[config.mk]
export PLATFORM = sky130hd
export DESIGN_NAME = dp_postproc
export DESIGN_NICKNAME = d
export VERILOG_FILES = /design/src/rtl/dp_postproc.sv
export SDC_FILE = /design/constraint.sdc
export NUM_CORES = 1
export LEC_CHECK = 0
export ABC_AREA = 1
export CAP_MARGIN = 20
export CORE_UTILIZATION = 40
export CTS_CLUSTER_DIAMETER = 120
export DETAILED_ROUTE_END_ITERATION = 16
export GPL_ROUTABILITY_DRIVEN = 0
export PLACE_DENSITY = 0.69
export SYNTH_ARGS = -nofsm -noshare
export SYNTH_HDL_FRONTEND = slang
export SYNTH_SLANG_ARGS = --single-unit
[constraint.sdc]
create_clock -name clk -period 11.09 [get_ports clk]
set_input_delay 1.6635 -clock clk [delete_from_list [all_inputs] [get_ports clk]]
set_output_delay 1.6635 -clock clk [all_outputs]
set_load 0.01 [all_outputs]
[src/rtl/dp_postproc.sv]
// Dot-product post-processing: tile accumulation, bias, optional ReLU,
// rounding requantization with saturation, registered valid/ready output.
module dp_postproc #(
  parameter int unsigned DATA_WIDTH = 8,
  parameter int unsigned ACC_WIDTH  = 32,
  parameter int unsigned MAX_TILES  = 16,
  parameter int unsigned TILE_W     = $clog2(MAX_TILES + 1),
  parameter int unsigned SHIFT_W    = 5
) (
  input  logic                  clk,
  input  logic                  rst_n,
  input  logic [TILE_W-1:0]     cfg_tiles,
  input  logic [SHIFT_W-1:0]    cfg_shift,
  input  logic                  cfg_relu,
  input  logic [ACC_WIDTH-1:0]  bias,
  input  logic                  in_valid,
  output logic                  in_ready,
  input  logic [ACC_WIDTH-1:0]  in_dp,
  output logic                  out_valid,
  input  logic                  out_ready,
  output logic [DATA_WIDTH-1:0] out_data,
  output logic                  out_sat,
  output logic                  busy
);

  localparam logic [TILE_W-1:0] MAX_T = TILE_W'(MAX_TILES);
  localparam logic signed [ACC_WIDTH:0] SAT_MAX =
    (ACC_WIDTH+1)'((64'sd1 <<< (DATA_WIDTH - 1)) - 64'sd1);
  localparam logic signed [ACC_WIDTH:0] SAT_MIN = -SAT_MAX - (ACC_WIDTH+1)'(1);

  logic [ACC_WIDTH-1:0]  acc;
  logic [TILE_W-1:0]     cnt;
  logic [TILE_W-1:0]     tiles_q;
  logic [SHIFT_W-1:0]    shift_q;
  logic                  relu_q;

  logic                  first;
  logic                  accept;
  logic                  last;
  logic [TILE_W-1:0]     cfg_tiles_clamped;
  logic [TILE_W-1:0]     tiles_eff;
  logic [SHIFT_W-1:0]    shift_eff;
  logic                  relu_eff;
  logic [ACC_WIDTH-1:0]  sum;
  logic [ACC_WIDTH-1:0]  relu_sum;
  logic signed [ACC_WIDTH:0] sum_ext;
  logic signed [ACC_WIDTH:0] rnd_add;
  logic signed [ACC_WIDTH:0] rsum;
  logic signed [ACC_WIDTH:0] rounded;
  logic [DATA_WIDTH-1:0] q_data;
  logic                  q_sat;

  // A pending output blocks new partials unless it is drained this cycle.
  assign in_ready = !out_valid || out_ready;
  assign accept   = in_valid && in_ready;
  assign first    = (cnt == '0);

  // Effective group config, accumulate step and requantization of the sum.
  always_comb begin
    cfg_tiles_clamped = cfg_tiles;
    if (cfg_tiles == '0) begin
      cfg_tiles_clamped = TILE_W'(1);
    end else if (cfg_tiles > MAX_T) begin
      cfg_tiles_clamped = MAX_T;
    end
    tiles_eff = first ? cfg_tiles_clamped : tiles_q;
    shift_eff = first ? cfg_shift : shift_q;
    relu_eff  = first ? cfg_relu : relu_q;
    last      = (cnt == tiles_eff - TILE_W'(1));

    sum      = (first ? bias : acc) + in_dp;
    relu_sum = (relu_eff && sum[ACC_WIDTH-1]) ? '0 : sum;
    sum_ext  = $signed({relu_sum[ACC_WIDTH-1], relu_sum});
    rnd_add  = '0;
    if (shift_eff != '0) begin
      rnd_add = (ACC_WIDTH+1)'(1) << (shift_eff - SHIFT_W'(1));
    end
    rsum    = sum_ext + rnd_add;
    rounded = rsum >>> shift_eff;

    q_data = rounded[DATA_WIDTH-1:0];
    q_sat  = 1'b0;
    if (rounded > SAT_MAX) begin
      q_data = SAT_MAX[DATA_WIDTH-1:0];
      q_sat  = 1'b1;
    end else if (rounded < SAT_MIN) begin
      q_data = SAT_MIN[DATA_WIDTH-1:0];
      q_sat  = 1'b1;
    end
  end

  // Latch the group configuration on the first accepted partial.
  always_ff @(posedge clk or negedge rst_n) begin
    if (!rst_n) begin
      tiles_q <= '0;
      shift_q <= '0;
      relu_q  <= 1'b0;
    end else if (accept && first) begin
      tiles_q <= cfg_tiles_clamped;
      shift_q <= cfg_shift;
      relu_q  <= cfg_relu;
    end
  end

  // Accumulator and partial counter; busy mirrors cnt != 0.
  always_ff @(posedge clk or negedge rst_n) begin
    if (!rst_n) begin
      acc  <= '0;
      cnt  <= '0;
      busy <= 1'b0;
    end else if (accept) begin
      if (last) begin
        acc  <= '0;
        cnt  <= '0;
        busy <= 1'b0;
      end else begin
        acc  <= sum;
        cnt  <= cnt + TILE_W'(1);
        busy <= 1'b1;
      end
    end
  end

  // Output register: load on final accept, otherwise drain on out_ready.
  always_ff @(posedge clk or negedge rst_n) begin
    if (!rst_n) begin
      out_valid <= 1'b0;
      out_data  <= '0;
      out_sat   <= 1'b0;
    end else if (accept && last) begin
      out_valid <= 1'b1;
      out_data  <= q_data;
      out_sat   <= q_sat;
    end else if (out_ready) begin
      out_valid <= 1'b0;
    end
  end

endmodule

==> results of run 1 <==
cells by family after synthesis:
logic type | synth area share [%]
flip-flops | 15.1
XOR/XNOR | 4.40
AND/OR/NAND/NOR | 45.4
other | 0.0384
adder cells (fa/ha/maj) | 8.88
AO/OA/AOI/OAI | 13.7
buffers and inverters | 12.4
critical path: cells and delay by family:
kind                       cells  cell delay [ps]
adders and majority gates      2              810
AOI/OAI and AO/OA             12             2490
xor gates and xnor gates       1              200
buffers and inverters          9             1080
and+or+nand+nor               22             2220
per-stage QoR:
stage	hold WS [ps]	cell area (sq um)
2_1_floorplan	434	9750
3_3_place_gp	446	10800
3_5_place_dp	464	10800
4_1_cts	475	11100
5_1_grt	502	11200
6_report	470	11200
flip-flops by register name (all words and copies together), names as in the netlist:
| name | count |
|---|---|
| shift_q | 5 |
| acc | 32 |
| out_valid | 1 |
| out_sat | 1 |
| tiles_q | 5 |
| busy | 1 |
| relu_q | 1 |
| out_data | 8 |
| cnt | 5 |
area by class of cell:
| cell class | count | area, sq um |
|---|---|---|
| flip-flops and latches | 59 | 1480 |
| fillers | 2627 | 12500 |
| repair buffers | 100 | 991 |
| well taps | 319 | 399 |
| clock inverters | 6 | 88.8 |
| clock buffers | 10 | 239 |
| inverters | 240 | 905 |
| multi-input cells | 1394 | 7070 |
per-layer routing:
metal,vias to the layer above,GRT usage (%)
met5,-,0
met4,0,8.06
met3,61,5.58
met2,415,41.8
met1,5142,32.6
li1,5720,-
cells in the mapped netlist (all sizes together) (13+ instances only):
library cell    n  area [sq um]
nand3         240          1240
nand2         611          2360
nand4          14          87.6
buf            32           206
clkbuf         26          97.6
dfrtp          59          1480
xor2           34           298
o21ai         126           668
ha             66           826
xnor2          15           131
nor3           13          65.1
a21oi          76           388
inv           239           900
nor2          142           561
path summary, 6_finish.rpt:
path,startpoint,end,slack [ps]
max,bias[1],out_data[0]$_DFFE_PN0P_,2920
max reg2reg,cnt[0]$_DFFE_PN0P_,out_data[0]$_DFFE_PN0P_,3160
min in group asynchronous,rst_n,acc[5]$_DFFE_PN0P_,1470
min,relu_q$_DFFE_PN0P_,relu_q$_DFFE_PN0P_,470
max in group asynchronous,rst_n,shift_q[0]$_DFFE_PN0P_,9030
min reg2reg,relu_q$_DFFE_PN0P_,relu_q$_DFFE_PN0P_,470
==> impl_metrics.yaml, run 1 <==
layout:
  final_common_cell: "nand2_1"
  areaGrowthSynthToFinish_pct: 14.5
  final_core_util_pct: 47.2
  num_antenna_cells: 0
  drive_gt1_share_pct: 4.26
  fin_cells: 2128
  final_cell_mix: "nand2_1, inv_1, nand3_1, nor2_1, o21ai_0"
  nets: 1951
outcome:
  status: "finished clean"
timing:
  finClkSkew_ps: 12.6
  fin_crit_ps: 8170
  timing_worst_slew_pin_value_ps: 1020
  period_share_pct: 73.7
  setup_tns_ps: 0
  rsz0062_at_grt: "false"
  hold_viol: 0
  maxSlewViolCount: 0
  fmax_ghz: 0.122
  fin_ws_ps: 2920
  relSlewSlack_pct: 31.6
  setup_viol: 0
routing:
  drt_wl_total_mm: 30.7
  dr.max_layer_used: "met4"
  ant_nets: 0
  avgRoutedWirePerCell_um: 14.4
  wl_met1_mm: 13.8
  dr.pass1.iters: 8
  drc: 0
  wl_met3_mm: 2.41
  drtIter0Drc: 1048
  viasPerCell: 5.33
  dr_total_vias: 11300
  met2_length_mm: 13.7
floorplanning:
  dieArea_sq_um: 25000
  ios: 91
  fp-row-count: 56
  start_util_pct: 41.2
  dieHeight_um: 158
  die_x_um: 158
  core_sq_um: 23700
worst_setup_path:
  critPathCaptureType: "register"
  required_ps: 11360
  crit_type: "in -> reg"
  crit_arrival_ps: 8450
  crit_fanout: 7
  critPathLaunchType: "primary input"
  slowest_delay_ps: 580
  ff2ff_path_depth: 49
  cp_slowest_cell: "o21ai_0"
  crit_path_frequent_cell: "nand2_1"
synthesis:
  synth.avg_cell_area_sq_um: 5.57
  syn_area_sq_um: 9750
  ys_seq_area_share_pct: 15.1
  synth_cell_types: 56
  netlist_instances: 1751
  ys_ff_latch: 59
  synth_edf_count: 0
  ys.warnings.count: 0
  synth_fp_nets: 1898
  async_flop_share_pct: 100
  synthFlopType: "dfrtp_1"
place:
  port-buffer-count: 90
  dp_slack_ps: 2800
  dpl.cell_count: 2111
  dp_hpwl_mm: 24.1
clock_network:
  root_buffer: "clkbuf_16"
  clkTransAtPathRegs_ps: 50
  htree_levels: 3
  clock_latency_ps: 340
  clkSinkCount: 59
  post-cts-setup-buffers: 0
  cts-resized-gates: 0
  clockBufferDepth: 2
  cts_hold_buf: 0
  numCtsBuffers: 9
  tritoncts: "yes"
global_route:
  grt_max_degree: 60
  grt_pass1_wl_mm: 50.5
  grt_use_total_pct: 25.4
  antenna_found_initial: 0
  overflow: 0
  grt_pass1_vias: 10600
hold_path:
  min_path_cells: 2
  hold_path.class: "reg -> reg"
flow_run:
  cap_viol_max_count: 0
Power of run 1 is not shown: default switching activity piles up to over one toggle a cycle in this logic, so the estimate is an artifact.
==> run 2, diff against run 1 <==
clock period = 8.2 ns   (was 11.09 ns; I/O delays follow)
==> impl_metrics.yaml, run 2 (same netlist as run 1, synthesis figures left out) <==
timing:
  relSlewSlack_pct: 25.8
  maxSlewViolCount: 0
  finClkSkew_ps: 8.89
  period_share_pct: 88.5
  fin_crit_ps: 7260
  rsz0062_at_grt: "false"
  timing_worst_slew_pin_value_ps: 1110
  setup_tns_ps: 0
  setup_viol: 0
  fin_ws_ps: 942
  fmax_ghz: 0.138
  hold_viol: 0
global_route:
  grt_max_degree: 60
  overflow: 0
  grt_pass1_vias: 10800
  grt_use_total_pct: 25.9
  grt_pass1_wl_mm: 51.5
  antenna_found_initial: 0
routing:
  dr_total_vias: 11300
  ant_nets: 0
  viasPerCell: 5.31
  drtIter0Drc: 1142
  drt_wl_total_mm: 31.2
  avgRoutedWirePerCell_um: 14.6
  drc: 0
  dr.pass1.iters: 9
floorplanning:
  die_x_um: 158
  fp-row-count: 56
  dieHeight_um: 158
  core_sq_um: 23700
  ios: 91
  start_util_pct: 41.2
  dieArea_sq_um: 25000
layout:
  top_regs: "acc (32), out_data (8)"
  areaGrowthSynthToFinish_pct: 14.7
  design_area_sq_um: 11200
  final_common_cell: "nand2_1"
  num_antenna_cells: 0
  nets: 1956
  fin_cells: 2133
  largest_reg_flops: 32
  final_cell_mix: "nand2_1, inv_1, nand3_1, nor2_1, o21ai_0"
  top_register: "acc"
  drive_gt1_share_pct: 4.47
worst_setup_path:
  critPathLaunchType: "primary input"
  cp_slowest_cell: "clkdlybuf4s50_1"
  r2r_slack_ps: 980
  slowest_delay_ps: 460
  crit_type: "in -> reg"
  crit_path_frequent_cell: "nand2_1"
  critPathCaptureType: "register"
  required_ps: 8420
  crit_fanout: 12
  crit_arrival_ps: 7480
place:
  dp_hpwl_mm: 24.8
  dpl.cell_count: 2117
  placed_area_sq_um: 10900
  dp_slack_ps: 566
  port-buffer-count: 90
clock_network:
  clkSinkCount: 59
  htree_levels: 3
  clock_latency_ps: 340
  post-cts-setup-buffers: 0
  numCtsBuffers: 9
  clkTransAtPathRegs_ps: 50
  root_buffer: "clkbuf_16"
  clockBufferDepth: 2
  tritoncts: "yes"
flow_run:
  cap_viol_max_count: 0
hold_path:
  hold_path.class: "reg -> reg"
outcome:
  status: "finished clean"
[run 2: cell type report]
| type | count | area, sq um |
|---|---|---|
| fill | 2580 | 12500 |
| multi-input combinational | 1394 | 7070 |
| sequential | 59 | 1480 |
| timing repair buffer | 105 | 1010 |
| inverter | 240 | 910 |
| tap | 319 | 399 |
| clock buffer | 12 | 246 |
| clock inverter | 4 | 73.8 |
[run 2: worst paths after layout]
kind / start / endpoint / cells after the start
min in group asynchronous: rst_n / acc[5]$_DFFE_PN0P_ / 2
min reg2reg: shift_q[1]$_DFFE_PN0P_ / shift_q[1]$_DFFE_PN0P_ / 2
min: shift_q[1]$_DFFE_PN0P_ / shift_q[1]$_DFFE_PN0P_ / 2
max: bias[1] / out_data[1]$_DFFE_PN0P_ / 47
max reg2reg: cnt[0]$_DFFE_PN0P_ / out_data[1]$_DFFE_PN0P_ / 50
max in group asynchronous: rst_n / out_data[1]$_DFFE_PN0P_ / 2
[run 2: metal layers]
layer | global-route usage [%] | part of all wire [%] | vias up
met5 | 0 | 0 | -
met2 | 44.2 | 46 | 421
met3 | 4.19 | 7.7 | 44
met1 | 33.5 | 45 | 5126
li1 | - | - | 5739
met4 | 6.78 | 1.7 | 0
[run 2: through the flow]
step	hold WS (ps)	utilization, %
final	467	47.2
after global routing	486	47.2
after detailed placement	455	45.8
after global placement	446	45.8
after CTS	469	47.2
after floorplan	434	-
[run 2: repair_timing]
action                                  4_1_cts  5_1_grt
hold buffers                                  0        0
resized for setup                             0        5
endpoints found under the setup margin        0        8
[run 2: worst max-delay path: cells and delay by family]
family,cells,cell delay [ps]
buffers and inverters,10,1160
XOR/XNOR,1,190
AND/OR/NAND/NOR,25,2660
AO/OA/AOI/OAI,9,1490
adder cells (fa/ha/maj),2,770
Power of run 2 is left out for the same reason.
